===== config.mk =====
export PLATFORM = sky130hd
export DESIGN_NAME = result_fifo_responder
export DESIGN_NICKNAME = d
export VERILOG_FILES = /design/src/rtl/result_fifo_responder_pkg.sv /design/src/rtl/result_fifo_mem.sv /design/src/rtl/result_fifo_responder.sv
export SDC_FILE = /design/constraint.sdc
export NUM_CORES = 2
export LEC_CHECK = 0
export BUFFER_PORTS_ARGS = -buffer_cell sky130_fd_sc_hd__buf_2
export CAP_MARGIN = 30
export CORE_MARGIN = 1.5
export CORE_UTILIZATION = 30
export CTS_CLUSTER_DIAMETER = 150
export DETAILED_ROUTE_END_ITERATION = 8
export GPL_ROUTABILITY_DRIVEN = 0
export SLEW_MARGIN = 10
export SYNTH_ARGS = -nofsm -noshare
export SYNTH_HDL_FRONTEND = slang
export SYNTH_HIERARCHICAL = 1
export SYNTH_SLANG_ARGS = --single-unit

===== constraint.sdc =====
create_clock -name clk -period 4.88 [get_ports clk]
set_input_delay 0.488 -clock clk [delete_from_list [all_inputs] [get_ports clk]]
set_output_delay 0.488 -clock clk [all_outputs]
set_load 0.05 [all_outputs]

===== src/rtl/result_fifo_responder_pkg.sv =====
// Shared definitions for the fifo_command interface: command codes and
// responder states, used by both the controller and the result FIFO.
package result_fifo_responder_pkg;

  typedef enum logic [1:0] {
    CMD_IDLE    = 2'b00,
    CMD_WRITE   = 2'b10,
    CMD_READ    = 2'b01,
    CMD_ILLEGAL = 2'b11
  } cmd_e;

  typedef enum logic {
    ACCEPT = 1'b0,
    DRAIN  = 1'b1
  } state_e;

  // A command acts only in the cycle it differs from the previous one.
  function automatic logic cmd_edge(input cmd_e cur, input cmd_e prev);
    return cur != prev;
  endfunction

endpackage


===== src/rtl/result_fifo_mem.sv =====
// DEPTH x DATA_W register array: synchronous write, asynchronous read.
// Holds no control logic; contents are not reset.
module result_fifo_mem #(
  parameter int DATA_W = 16,
  parameter int DEPTH  = 256,
  parameter int ADDR_W = 8
) (
  input  logic              clk,
  input  logic              we_i,
  input  logic [ADDR_W-1:0] waddr_i,
  input  logic [DATA_W-1:0] wdata_i,
  input  logic [ADDR_W-1:0] raddr_i,
  output logic [DATA_W-1:0] rdata_o
);

  logic [DATA_W-1:0] mem_q [DEPTH];

  // Store one word per accepted write.
  always_ff @(posedge clk) begin
    if (we_i) mem_q[waddr_i] <= wdata_i;
  end

  assign rdata_o = mem_q[raddr_i];

endmodule


===== src/rtl/result_fifo_responder.sv =====
// Responder for the controller's fifo_command interface: collects one
// datapath result per write edge and drains them to the MEM_READ reader
// when a read edge arrives.
module result_fifo_responder
  import result_fifo_responder_pkg::*;
#(
  parameter int DATA_W = 16,
  parameter int DEPTH  = 256,
  parameter int ADDR_W = 8
) (
  input  logic              clk,
  input  logic              reset,
  input  logic [1:0]        fifo_command,
  input  logic [DATA_W-1:0] wr_data,
  input  logic              MEM_READ,
  output logic [DATA_W-1:0] rd_data,
  output logic              rd_valid,
  output logic              drain_done,
  output logic [ADDR_W:0]   fill_count,
  output logic              full,
  output logic              empty,
  output logic              err
);

  state_e            state_q, state_d;
  cmd_e              prev_cmd_q;
  logic [ADDR_W-1:0] wr_ptr_q, wr_ptr_d;
  logic [ADDR_W-1:0] rd_ptr_q, rd_ptr_d;
  logic [ADDR_W:0]   count_q, count_d;
  logic              drain_done_q, drain_done_d;
  logic              err_q, err_d;

  cmd_e              cmd;
  logic              cmd_new;
  logic              wr_en;
  logic              is_full;
  logic              is_empty;
  logic [DATA_W-1:0] mem_rdata;

  assign cmd      = cmd_e'(fifo_command);
  assign cmd_new  = cmd_edge(cmd, prev_cmd_q);
  assign is_full  = (count_q == (ADDR_W+1)'(DEPTH));
  assign is_empty = (count_q == '0);
  assign wr_en    = (state_q == ACCEPT) && cmd_new && (cmd == CMD_WRITE) && !is_full;

  result_fifo_mem #(
    .DATA_W (DATA_W),
    .DEPTH  (DEPTH),
    .ADDR_W (ADDR_W)
  ) u_mem (
    .clk     (clk),
    .we_i    (wr_en),
    .waddr_i (wr_ptr_q),
    .wdata_i (wr_data),
    .raddr_i (rd_ptr_q),
    .rdata_o (mem_rdata)
  );

  // Next-state logic for the FSM, pointers, count and flags.
  always_comb begin
    state_d      = state_q;
    wr_ptr_d     = wr_ptr_q;
    rd_ptr_d     = rd_ptr_q;
    count_d      = count_q;
    drain_done_d = 1'b0;
    err_d        = err_q;

    if (cmd_new && (cmd == CMD_ILLEGAL)) err_d = 1'b1;

    unique case (state_q)
      ACCEPT: begin
        if (cmd_new && (cmd == CMD_WRITE)) begin
          if (is_full) begin
            err_d = 1'b1;
          end else begin
            wr_ptr_d = wr_ptr_q + ADDR_W'(1);
            count_d  = count_q + (ADDR_W+1)'(1);
          end
        end else if (cmd_new && (cmd == CMD_READ)) begin
          state_d = DRAIN;
          // Empty drain: the pulse lands on the first DRAIN cycle.
          if (is_empty) drain_done_d = 1'b1;
        end
      end
      DRAIN: begin
        if (cmd_new && (cmd == CMD_WRITE)) err_d = 1'b1;
        if (is_empty) begin
          state_d = ACCEPT;
        end else if (MEM_READ) begin
          rd_ptr_d = rd_ptr_q + ADDR_W'(1);
          count_d  = count_q - (ADDR_W+1)'(1);
          if (count_q == (ADDR_W+1)'(1)) begin
            drain_done_d = 1'b1;
            state_d      = ACCEPT;
          end
        end
      end
      default: state_d = ACCEPT;
    endcase
  end

  // State, pointer, count and flag registers with async active-low reset.
  always_ff @(posedge clk or negedge reset) begin
    if (!reset) begin
      state_q      <= ACCEPT;
      prev_cmd_q   <= CMD_IDLE;
      wr_ptr_q     <= '0;
      rd_ptr_q     <= '0;
      count_q      <= '0;
      drain_done_q <= 1'b0;
      err_q        <= 1'b0;
    end else begin
      state_q      <= state_d;
      prev_cmd_q   <= cmd;
      wr_ptr_q     <= wr_ptr_d;
      rd_ptr_q     <= rd_ptr_d;
      count_q      <= count_d;
      drain_done_q <= drain_done_d;
      err_q        <= err_d;
    end
  end

  assign rd_valid   = (state_q == DRAIN) && !is_empty;
  assign rd_data    = rd_valid ? mem_rdata : '0;
  assign drain_done = drain_done_q;
  assign fill_count = count_q;
  assign full       = is_full;
  assign empty      = is_empty;
  assign err        = err_q;

endmodule


==> flow_metrics.env <==
export IMPL_dp_final_hpwl_mm=257
export IMPL_setup_viol_count_final=16
export IMPL_synth_cell_types=67
export IMPL_crit_path_max_incr_delay_ps=530
export IMPL_setup_tns_final_ps=-2440
export IMPL_share_of_synthesized_flip_flops_with_an_asynchronous_set_or_reset_pct=0.727
export IMPL_routed_wire_length_per_instance_um=27.7
export IMPL_worst_clock_skew_ps=50.9
export IMPL_crit_type="flop to primary output"
export IMPL_synth_seq_area_share_pct=77.3
export IMPL_bufs_and_invs_on_worst_path=5
export IMPL_yosys_most_used_dff="sky130_fd_sc_hd__edfxtp_1"
export IMPL_worst_r2r_path_cells=6
export IMPL_critPathLaunch="rd_ptr_q[0]"
export IMPL_timing_critical_path_to_type="primary output"
export IMPL_syn_area_um2=160000
export IMPL_syn_avg_cell_area_um2=21.3
export IMPL_placementRows=268
export IMPL_wirelength_mm=432
export IMPL_synth_enable_flop_cells=4096
export IMPL_crit_path_frequent_cell="sky130_fd_sc_hd__buf_4"
export IMPL_groute_usage_overall_pct=15.5
export IMPL_cts_inserted_buffers=403
export IMPL_level_count_of_the_clock_h_tree=5
export IMPL_max_cap_violations=0
export IMPL_synthesis_warnings=6
export IMPL_largest_cells_by_area_after_synthesis="sky130_fd_sc_hd__edfxtp_1 (77%), sky130_fd_sc_hd__mux4_2 (11%), sky130_fd_sc_hd__mux2i_1 (3.5%)"
export IMPL_cts_tree="built"
export IMPL_timing_final_crit_period_ps=5120
export IMPL_regArea_um2=124000
export IMPL_synthesis_nets=7533
export IMPL_ir_worst_vdd_mv=0.423
export IMPL_grt_remaining_overflow=0
export IMPL_cp_data_arrival_time_ps=4630
export IMPL_p_per_area_nw_per_um2=546
export IMPL_clkSlewWorstSetupHoldPaths_ps=60
export IMPL_post_drt_via_cell_ratio=5.21
export IMPL_worst_r2r_startpoint="state_q"
export IMPL_slowest_stage="sky130_fd_sc_hd__mux4_2"
export IMPL_layout_setup_ws_ps=-241
export IMPL_final_min_period_over_clock_period_pct=105
export IMPL_yosysTopAreaCell="sky130_fd_sc_hd__edfxtp_1"
export IMPL_timing_critical_path_required_ps=4390
export IMPL_critical_path_top_delay_family="buffers and inverters"
export IMPL_max_slew_worst_pin_slew_ps=1260
export IMPL_postRouteAntennaNets=0
export IMPL_holdCritPathClass="input pin to flop"
export IMPL_crit_chain="buf_12 > buf_8 > mux4_2 > mux2_2 > a22oi_1 > nand2_1 > o32ai_1 > buf_4 > nor4_1 > buf_4 > and2_1 > buf_2"
export IMPL_fp_dieH_um=733
export IMPL_layout_area_overhead_pct=17.6
export IMPL_timing_rr_end="u_mem/mem_q[165][3]"
export IMPL_status="finished, violations left"
export IMPL_report_final_hold_viol_count=6
export IMPL_post_synth_top_area_fraction_pct=76.8
export IMPL_postSynthRegisterBits=4126
export IMPL_via_count_of_the_first_global_routing_pass=81087
export IMPL_ioPinCount=51
export IMPL_post_synth_inst_count=7506
export IMPL_root_buffer="sky130_fd_sc_hd__clkbuf_16"
export IMPL_grt_antenna_before_repair=11
export IMPL_worstSetupPathDepth=12
export IMPL_grt_max_degree=169
export IMPL_finalMaxSlewViolations=0
export IMPL_failed_checks="hold timing, setup timing"
export IMPL_layout_drive_gt1_share_pct=28.6
export IMPL_rsz_0062_raised_after_global_routing="yes"
export IMPL_via_count=81135
export IMPL_clock_latency_ps=970
export IMPL_dieArea_um2=538000
export IMPL_n_fill_cell=48318
export IMPL_cts_root_to_sink_buffers=4
export IMPL_r2r_setup_slack_ps=1370
export IMPL_drcViolationCount=0
export IMPL_core_um2=532000
export IMPL_first_pass_iters=7
export IMPL_multi_input_comb_area_um2=34900
export IMPL_portBuffers=50
export IMPL_clkSinkCount=4126
export IMPL_fp_dieW_um=733
export IMPL_critical_path_peak_fanout=21
export IMPL_detail_route_iter0_violations=9615
export IMPL_worst_setup_path_start_kind="flop"
export IMPL_endpoint="rd_data[9]"
export IMPL_number_of_nets_in_the_finished_design=8244
export IMPL_finalHoldWorstSlack_ps=-23.7
export IMPL_maxClockFrequency_mhz=195
export IMPL_total_leakage_power_nw=59.5
export IMPL_timing_max_slew_rel_slack_pct=16.2
export IMPL_start_util_pct=30.1
export IMPL_grt_first_pass_wirelength_mm=610
[per-stage QoR]
step	utilization [%]	power (mW)	cells	setup WS [ps]	cell area, um^2
after CTS	35.3	103	15544	-350	188000
after floorplan	-	59.1	7506	1350	160000
final	35.4	103	15587	-241	188000
after detailed placement	32.4	69.9	14743	-191	173000
after global routing	35.4	106	15579	-345	188000
after global placement	32.4	69.6	14727	-364	172000
[synth_stat cells, types with 21 or more instances]
cell / number
sky130_fd_sc_hd__nor3_1: 100
sky130_fd_sc_hd__buf_4: 27
sky130_fd_sc_hd__mux4_2: 797
sky130_fd_sc_hd__a211oi_1: 21
sky130_fd_sc_hd__a22oi_1: 43
sky130_fd_sc_hd__nand2_1: 48
sky130_fd_sc_hd__mux2i_1: 566
sky130_fd_sc_hd__buf_1: 27
sky130_fd_sc_hd__nand3_1: 43
sky130_fd_sc_hd__mux2_2: 89
sky130_fd_sc_hd__edfxtp_1: 4096
sky130_fd_sc_hd__o21ai_0: 38
sky130_fd_sc_hd__o221ai_1: 252
sky130_fd_sc_hd__o22ai_1: 148
sky130_fd_sc_hd__a21oi_1: 177
sky130_fd_sc_hd__a22o_1: 32
sky130_fd_sc_hd__clkbuf_1: 232
sky130_fd_sc_hd__nand4_1: 30
sky130_fd_sc_hd__nor2_1: 313
sky130_fd_sc_hd__dfrtp_1: 30
sky130_fd_sc_hd__buf_2: 77
sky130_fd_sc_hd__buf_6: 78
sky130_fd_sc_hd__a221oi_1: 28
[power breakdown]
part | total, mW | internal, mW | switching [mW]
clock | 30.6 | 17.4 | 13.3
sequential | 39.4 | 39.1 | 0.279
combinational | 32.9 | 14.1 | 18.7
[cell type report]
class                           instances  share of cell area, %
Sequential cell                      4126                   65.7
Clock buffer                          499                   5.61
Timing Repair Buffer                  762                   4.19
Antenna cell                           10                 0.0133
Tap cell                             7020                   4.66
Clock inverter                        246                   1.26
Multi-Input combinational cell       2913                   18.5
Inverter                               11                 0.0312
[worst reg2reg max path: cells and delay by family (launching register included)]
kind | cells | cell delay [ps]
and+or+nand+nor | 5 | 2290
DFF | 1 | 520
buffers and inverters | 1 | 360
[logic make-up (layout without fill, tap and decap cells)]
| kind of cell | after synthesis | in the layout | synth area share [%] |
|---|---|---|---|
| flip-flops | 4126 | 4126 | 77.3 |
| multiplexers | 1453 | 1453 | 15.4 |
| AO/OA/AOI/OAI | 799 | 799 | 3.58 |
| AND/OR/NAND/NOR | 630 | 631 | 1.84 |
| buffers and inverters | 468 | 1518 | 1.71 |
| XOR/XNOR | 24 | 24 | 0.131 |
| adder cells (fa/ha/maj) | 6 | 6 | 0.0469 |
| other | 0 | 10 | 0 |
[routing by layer]
layer / GRT usage (%) / wire [um]
met3: 2.34 / 33000
met5: 0 / 0
met2: 25.5 / 210000
met1: 20.9 / 173000
met4: 5.34 / 16200
[flip-flops by register name, indices dropped and copies added, names as in the netlist]
register	flops
rd_ptr_q	8
wr_ptr_q	8
state_q	1
prev_cmd_q	2
fill_count	9
u_mem/mem_q	4096
err	1
drain_done	1
[cell usage in the layout (no fill, tap or decap), drive strengths merged, types with 19 or more instances in the layout]
master	synthesis	final
nor4	19	19
edfxtp	4096	4096
a21oi	178	178
o21ai	39	39
nand4	31	31
clkinv	0	193
a22oi	43	43
nor2	314	314
clkbuf	232	506
nor3	100	100
mux2i	566	566
o22ai	149	149
and2	19	19
o221ai	253	253
bufinv	0	37
a22o	32	32
a221oi	28	28
dfrtp	30	30
nand3	43	43
a211oi	21	21
mux2	90	90
mux4	797	797
o32ai	21	21
nand2	48	48
buf	225	733
inv	11	23
[timing repair]
item	CTS	global route
pin swaps	18	16
endpoints found under the setup margin	16	16
gates cloned	19	8
hold buffers	13	0
setup buffers	24	22
hold endpoints to repair	303	0
gates resized for setup	247	71
[worst min path at each step]
| stage | start | end | slack (ps) | depth (start not counted) |
|---|---|---|---|---|
| after floorplan | reset | drain_done | 190 | 0 |
| after global placement | fill_count[7] | fill_count[7] | 580 | 1 |
| after detailed placement | fill_count[7] | fill_count[7] | 590 | 1 |
| after CTS | wr_data[2] | u_mem/mem_q[178][2] | 2 | 1 |
| after global routing | wr_data[2] | u_mem/mem_q[179][2] | 6 | 1 |
| final | wr_data[2] | u_mem/mem_q[178][2] | -20 | 1 |
No activity file was read; power rests on OpenSTA's default activity.
